==> src/rtl/regbank_mp_pkg.sv <==
// regbank_mp_pkg: shared constants for the multi-port register bank.
//   SRC_*      write-data source select encodings (MS input)
//   MAX_DEPTH  largest supported register count
//   NUM_RD     number of read ports instantiated by the top
package regbank_mp_pkg;
  localparam logic [1:0] SRC_ALU  = 2'b00;
  localparam logic [1:0] SRC_REG  = 2'b01;
  localparam logic [1:0] SRC_IMM  = 2'b10;
  localparam logic [1:0] SRC_ZERO = 2'b11;
  localparam int MAX_DEPTH = 64;
  localparam int NUM_RD    = 2;
endpackage

==> src/rtl/regbank_rdport.sv <==
// regbank_rdport: combinational read port of the register bank.
//   regs/busy   stored register contents and busy bits
//   ra          read address; addresses >= DEPTH read data 0, busy 0
//   wr_en/wa/wd accepted write of the current cycle (bypass source)
//   rsv_en/rsv_a accepted reserve of the current cycle (bypass busy)
//   rd/bsy      read data and busy flag
// Optional: REGBANK_BYPASS_EN forwards a same-cycle write to this port.
module regbank_rdport
  import regbank_mp_pkg::*;
#(
  parameter int WIDTH  = 8,
  parameter int DEPTH  = 8,
  parameter int ADDR_W = 3
) (
  input  logic [DEPTH-1:0][WIDTH-1:0] regs,
  input  logic [DEPTH-1:0]            busy,
  input  logic [ADDR_W-1:0]           ra,
  input  logic                        wr_en,
  input  logic [ADDR_W-1:0]           wa,
  input  logic [WIDTH-1:0]            wd,
  input  logic                        rsv_en,
  input  logic [ADDR_W-1:0]           rsv_a,
  output logic [WIDTH-1:0]            rd,
  output logic                        bsy
);
  logic in_rng;
  assign in_rng = 32'(ra) < DEPTH;

`ifndef REGBANK_BYPASS_EN
  logic unused_byp;
  assign unused_byp = ^{wr_en, wa, wd, rsv_en, rsv_a};
`endif

  always_comb begin
    rd  = '0;
    bsy = 1'b0;
    if (in_rng) begin
      rd  = regs[ra];
      bsy = busy[ra];
`ifdef REGBANK_BYPASS_EN
      // wr_en is already range-qualified, so a hit implies an in-range wa.
      // The write clears busy unless a reserve lands on the same register.
      if (wr_en && (wa == ra)) begin
        rd  = wd;
        bsy = rsv_en && (rsv_a == ra);
      end
`endif
    end
  end
endmodule

==> src/rtl/regbank_mp.sv <==
// regbank_mp: DEPTH x WIDTH register bank, one write port, two read ports,
// per-register busy scoreboard.
//   CLK, RSTN      clock, synchronous active-low reset
//   E              global enable for writes and reserves
//   WE, WA, MS     write request, address, source select (ALU/REG/IMM/zero)
//   ALU, REG, IMM  write data sources
//   RA0/RA1        read addresses -> RD0/RD1 data, BUSY0/BUSY1 flags
//   RSV, RSV_A     reserve request and address (sets busy)
//   RALL           flat view, register i at [i*WIDTH +: WIDTH]
// Optional: REGBANK_BYPASS_EN enables same-cycle write forwarding on reads.
module regbank_mp
  import regbank_mp_pkg::*;
#(
  parameter  int WIDTH  = 8,
  parameter  int DEPTH  = 8,
  localparam int ADDR_W = $clog2(DEPTH)
) (
  input  logic                   CLK,
  input  logic                   RSTN,
  input  logic                   E,
  input  logic                   WE,
  input  logic [ADDR_W-1:0]      WA,
  input  logic [1:0]             MS,
  input  logic [WIDTH-1:0]       ALU,
  input  logic [WIDTH-1:0]       REG,
  input  logic [WIDTH-1:0]       IMM,
  input  logic [ADDR_W-1:0]      RA0,
  input  logic [ADDR_W-1:0]      RA1,
  output logic [WIDTH-1:0]       RD0,
  output logic [WIDTH-1:0]       RD1,
  input  logic                   RSV,
  input  logic [ADDR_W-1:0]      RSV_A,
  output logic                   BUSY0,
  output logic                   BUSY1,
  output logic [DEPTH*WIDTH-1:0] RALL
);
  if (DEPTH < 2 || DEPTH > MAX_DEPTH) begin : g_bad_depth
    $error("regbank_mp: DEPTH out of range");
  end

  logic [DEPTH-1:0][WIDTH-1:0] mem;
  logic [DEPTH-1:0]            busy;
  logic [WIDTH-1:0]            wd;
  logic                        wr_ok, rsv_ok;

  always_comb begin
    wd = '0;
    case (MS)
      SRC_ALU:  wd = ALU;
      SRC_REG:  wd = REG;
      SRC_IMM:  wd = IMM;
      default:  wd = '0;
    endcase
  end

  // Out-of-range targets (non power-of-two DEPTH) are dropped here.
  assign wr_ok  = E && WE  && (32'(WA)    < DEPTH);
  assign rsv_ok = E && RSV && (32'(RSV_A) < DEPTH);

  always_ff @(posedge CLK) begin
    if (!RSTN) begin
      mem  <= '0;
      busy <= '0;
    end else begin
      if (wr_ok) begin
        mem[WA]  <= wd;
        busy[WA] <= 1'b0;
      end
      // Later assignment wins: a reserve to the written register keeps it busy.
      if (rsv_ok) busy[RSV_A] <= 1'b1;
    end
  end

  assign RALL = mem;

  logic [NUM_RD-1:0][ADDR_W-1:0] ra;
  logic [NUM_RD-1:0][WIDTH-1:0]  rd;
  logic [NUM_RD-1:0]             bsy;

  assign ra = {RA1, RA0};

  for (genvar p = 0; p < NUM_RD; p++) begin : g_rd
    regbank_rdport #(.WIDTH(WIDTH), .DEPTH(DEPTH), .ADDR_W(ADDR_W)) u_rd (
      .regs  (mem),
      .busy  (busy),
      .ra    (ra[p]),
      .wr_en (wr_ok),
      .wa    (WA),
      .wd    (wd),
      .rsv_en(rsv_ok),
      .rsv_a (RSV_A),
      .rd    (rd[p]),
      .bsy   (bsy[p])
    );
  end

  assign RD0   = rd[0];
  assign RD1   = rd[1];
  assign BUSY0 = bsy[0];
  assign BUSY1 = bsy[1];
endmodule

==> config.mk <==
export PLATFORM = sky130hd
export DESIGN_NAME = regbank_mp
export DESIGN_NICKNAME = d
export VERILOG_FILES = /design/src/rtl/regbank_mp_pkg.sv /design/src/rtl/regbank_rdport.sv /design/src/rtl/regbank_mp.sv
export SDC_FILE = /design/constraint.sdc
export NUM_CORES = 1
export LEC_CHECK = 0
export BUFFER_PORTS_ARGS = -buffer_cell sky130_fd_sc_hd__buf_2
export CELL_PAD_IN_SITES_DETAIL_PLACEMENT = 0
export CELL_PAD_IN_SITES_GLOBAL_PLACEMENT = 1
export CORE_ASPECT_RATIO = 1.25
export CORE_UTILIZATION = 35
export CTS_BUF_LIST = sky130_fd_sc_hd__clkbuf_4
export DETAILED_ROUTE_END_ITERATION = 10
export GPL_TIMING_DRIVEN = 0
export PLACE_DENSITY_LB_ADDON = 0.1
export REMOVE_ABC_BUFFERS = 1
export SLEW_MARGIN = 20
export SYNTH_ARGS = -nofsm -noshare
export SYNTH_HDL_FRONTEND = slang
export SYNTH_SLANG_ARGS = --single-unit
==> constraint.sdc <==
create_clock -name CLK -period 1.2 [get_ports CLK]
set_input_delay 0.12 -clock CLK [delete_from_list [all_inputs] [get_ports CLK]]
set_output_delay 0.12 -clock CLK [all_outputs]
set_load 0.005 [all_outputs]
After elaboration in Yosys (flattened, before gate mapping)
Cells that the tools add are included.
W data, S select, Z words.

word-level totals
  register bits = 72
  latch bits = 0
  memory bits (writable) = 0
  bits in read-only memories = 0
  input port bits = 43
  output and inout bits = 82
  logic and storage cells = 44
  memories = 0

operators by class
  $add $sub $neg = 0
  multiply operators = 0
  divide/modulo/power cells = 0
  $lt $le $gt $ge = 6
  equality and inequality tests = 2
  shift operators = 0
  multiplexer cells = 19
  bitwise operators = 3
  reductions and logical operators = 5

operators with widths
  cell                  count
  $bwmux W64            1
  $bmux W8 S3           2
  $mux W8               6
  $demux W8 S3          1
  $pmux W8 S3           1
  $lt A3 B4 Y1 const B  4
  $and A8 B8 Y8         1
  $not A8 Y8            1
  $or A8 B8 Y8          1
  $bmux W1 S3           2
  $demux W1 S3          2
  $ge A3 B1 Y1 const B  2
  $logic_and A1 B1 Y1   4
  $mux W1               4
  $eq A2 B1 Y1 const B  1
  $eq A2 B2 Y1 const B  1
  $logic_not A2 Y1      1

Logic depth before layout (Yosys ltp)
  word-level depth = 10
  mapped depth = 5
  gate-level depth less buffers = 3

Cells and area by module
Synthesis repeated with hierarchy kept, for this count alone.

second synthesis, totals
  cell total of the unflattened synthesis = 366
  area total of the unflattened synthesis = 4255.3 um^2

modules (own cells, without submodules)
  module          instances  cells an instance  area each (um^2)  sequential area each (um^2)
  regbank_mp      1          302                3019.1            1441.4
  regbank_rdport  2          32                 618.1             0.0

Least setup slack after synthesis
No wires, ideal clock.

  kind = input port to output port
  from = input port RA0[0]
  to = output port BUSY0
  arrival time = 1.175 ns
  required time = 1.080 ns
  setup slack = -0.095 ns
  stages = 4
  buffers on the path = 2
  cells stage by stage = buf_6 > buf_12 > mux4_1 > mux2_2

between the ends
  longest elaborated chain between the ends = 2

ends and longest elaborated chain
  item                           line                  source
  from (decl)                    regbank_mp.sv:27      input logic [ADDR_W-1:0] RA0,
  $bmux W1 S3                    regbank_rdport.sv:39  bsy = busy[ra];
  $mux W1 (implied by the code)  regbank_rdport.sv:39
  to (decl)                      regbank_mp.sv:33      output logic BUSY0,

No other way between the ends. The select of a mux whose other input is x is not followed.

Final worst setup path
  from = register mem, in the netlist RALL[29]
  to = output port RD0[5]

between the ends
  longest elaborated chain between the ends = 2

ends and longest elaborated chain
  item                               line                  source
  from (decl)                        regbank_mp.sv:41      logic [DEPTH-1:0][WIDTH-1:0] mem;
  from (signal, indexed assignment)  regbank_mp.sv:66      mem[WA] <= wd;
  $bmux W8 S3                        regbank_rdport.sv:38  rd = regs[ra];
  $mux W8 (implied by the code)      regbank_rdport.sv:38
  to (decl)                          regbank_mp.sv:29      output logic [WIDTH-1:0] RD0,

No other way between the ends. The select of a mux whose other input is x is not followed.

==> results.sh <==
export IMPL_status="finished with violations"
export IMPL_violations="design-rule violations, negative setup slack"
export IMPL_rsz0062_at_grt="yes"
export IMPL_die_w_um=98.3
export IMPL_first_iter_violations=215
export IMPL_syn2layout_area_growth_pct=30.3
export IMPL_die_height_um=122
export IMPL_maxSlewViolCount=0
export IMPL_reg2reg_to="RALL[35]$_SDFFE_PN0P_"
export IMPL_setup_worst_path_class="reg -> out"
export IMPL_grt_pass1_wl_um=21600
export IMPL_netlist_area_sq_um=4050
export IMPL_path_cells="mux4_2, mux2_4, buf_6"
export IMPL_num_io_pins=125
export IMPL_crit_required_ns=1.08
export IMPL_slew_headroom_pct=39.3
export IMPL_slowest_delay_ns=0.47
export IMPL_grt_ovfl_total=0
export IMPL_vias=3713
export IMPL_start_util_pct=36.2
export IMPL_worstMarginPinSlew_ns=0.910
export IMPL_period_needed_ns=1.80
export IMPL_coreArea_sq_um=11200
export IMPL_routed_wl_um=14200
export IMPL_syn_inst=356
export IMPL_fin_ws_ns=-0.598
export IMPL_cts_sinks=72
export IMPL_firstDrtPassIters=7
export IMPL_hold_viol_final=0
export IMPL_grt_pass1_vias=3609
export IMPL_cp_slowest_cell="mux4_2"
export IMPL_period_share_pct=150
export IMPL_drc=10
export IMPL_dp_hpwl_um=8790
export IMPL_cts_made_buffers=9
export IMPL_wire_per_inst_um=22.3
export IMPL_crit_path_start="RALL[29]$_SDFFE_PN0P_"
export IMPL_leakage_nw=2.15
export IMPL_powerDensity_nw_per_um2=965
export IMPL_rr_worst_depth=3
export IMPL_gp_congestion=0.764
export IMPL_drv_cap=0
export IMPL_synth_warnings=0
export IMPL_grt_max_degree=73
export IMPL_critical_path_max_fanout=4
export IMPL_place_area_sq_um=4680
export IMPL_row_count=43
export IMPL_post_route_util_pct=47.2
export IMPL_ys_flop_type="dfxtp_1"
export IMPL_grt_use_total_pct=24.2
export IMPL_ir_drop_mv=0.462
export IMPL_worstSetupStartpointType="flop"
export IMPL_endpoint_kind="output port"
export IMPL_use_met1_pct=31.6
export IMPL_cts_buffer_depth=2
export IMPL_crit_path_end="RD0[5]"
export IMPL_antenna_found_initial=1
export IMPL_cts_tree="done"
export IMPL_r2r_slack_ns=0.35
export IMPL_viasPerCell=5.83
export IMPL_clk_latency_ns=0.43
export IMPL_reg2reg_from="RALL[35]$_SDFFE_PN0P_"
export IMPL_nets=539
export IMPL_drive_gt1_share_pct=60.9
export IMPL_ys_types=26
export IMPL_finalClockSkew_ns=0
export IMPL_totalPowerFinal_mw=5.10
export IMPL_yosysSeqAreaShare_pct=35.6
export IMPL_synth_async_reset_ratio_pct=0
export IMPL_grt_met2_usage_pct=40.4
export IMPL_met3_usage_pct=4.04
export IMPL_htree_levels=3
export IMPL_die_area_sq_um=12000
export IMPL_synth_edf_count=0
export IMPL_synth_seq_cells=72
export IMPL_clk_pin_slew_ns=0.11
export IMPL_root_buffer="clkbuf_4"
export IMPL_hold_path_class="in -> reg"
export IMPL_fmax_mhz=556
export IMPL_synth_avg_cell_area_sq_um=11.4
export IMPL_ant_nets=0
export IMPL_fin_area_sq_um=5280
export IMPL_grt_busiest_layer="met2"
export IMPL_arrival_ns=1.68
export IMPL_holdCritStartpoint="REG[6]"
export IMPL_finalSetupViolations=20
export IMPL_io_buffers=124
export IMPL_pre_cts_ws_ns=-0.954
-- synthesized netlist by cell type (5+ instances only) --
cell type  instances  area [sq um]
nor2_1            10          37.5
clkbuf_1          13          48.8
a211oi_1          64           480
mux2i_1            8          80.1
dfxtp_1           72          1440
buf_2             12          60.1
a2bb2oi_2          8           120
nor2b_1            5          31.3
nand2_1            7          26.3
a21oi_1           72           360
o21ai_0            8          40.0
mux2_2            18           203
mux4_1            36           946
-- kinds of logic (layout without fill, tap and decap cells) --
| family | after synthesis | in the layout | share of synthesized area [%] |
|---|---|---|---|
| buffers and inverters | 36 | 181 | 5.19 |
| AOI/OAI and AO/OA | 152 | 152 | 24.7 |
| and+or+nand+nor | 34 | 34 | 4.26 |
| muxes | 62 | 62 | 30.3 |
| DFF | 72 | 72 | 35.6 |
| other | 0 | 1 | 0 |
-- power breakdown --
group / internal, mW / switching (mW)
Sequential: 2.45 / 0.0521
Clock: 0.873 / 0.865
Combinational: 0.384 / 0.475
-- sequential cells by signal, indices dropped and copies added, names as in the netlist --
| signal | flops |
|---|---|
| RALL | 64 |
| busy | 8 |
-- cells in the final DEF, fill, tap and decap left out, types with 9 or more instances in the layout --
master and n:
buf_6 24, buf_2 104, mux2_4 13, dfxtp_1 17, a21oi_1 72, nor2_2 9
clkbuf_4 11, buf_4 32, dfxtp_2 54, a211oi_1 64, mux4_2 34
-- how the worst min path moves through the flow --
stage                                        to  slack, ns  depth (start not counted)
after floorplan              busy[6]$_SDFF_PN0_       0.27                          2
after global placement       busy[7]$_SDFF_PN0_       0.43                          3
after detailed placement     busy[7]$_SDFF_PN0_       0.43                          3
after CTS                 RALL[62]$_SDFFE_PN0P_       0.11                          3
after global routing      RALL[17]$_SDFFE_PN0P_        0.1                          3
final                     RALL[38]$_SDFFE_PN0P_       0.11                          3
-- final cells by class --
class | instances | area [sq um]
diodes | 1 | 2.50
flip-flops and latches | 72 | 1510
fillers | 1117 | 5910
repair buffers | 164 | 1080
clock inverters | 5 | 71.3
well taps | 135 | 169
clock buffers | 11 | 82.6
inverters | 1 | 6.26
multi-input cells | 248 | 2360
-- routing by layer --
layer,vias up,part of all wire (%)
met3,17,6.7
met2,158,49
met5,-,0
li1,1706,-
met4,0,1.6
met1,1832,42
-- worst max-delay path: cells and delay by family (launching register included) --
kind | cells | cell delay, ns
mux | 2 | 0.76
flops | 1 | 0.36
buf+inv | 1 | 0.12
-- per-stage QoR --
| step | hold slack [ns] | instances | setup TNS, ns |
|---|---|---|---|
| CTS | 0.105 | 634 | -10.59 |
| finish | 0.112 | 637 | -10.48 |
| global route | 0.0974 | 637 | -11.56 |
| floorplan | 0.268 | 321 | -2.04 |
| detailed placement | 0.428 | 582 | -67.49 |
| global placement | 0.426 | 580 | -64.71 |
-- what timing repair did --
action / CTS / global route
resized for setup: 112 / 26
hold buffers: 3 / 0
endpoints found under the hold margin: 6 / 0
setup buffers: 33 / 3
endpoints found under the setup margin: 82 / 51
Note: power is estimated with default switching activity, not from simulation.
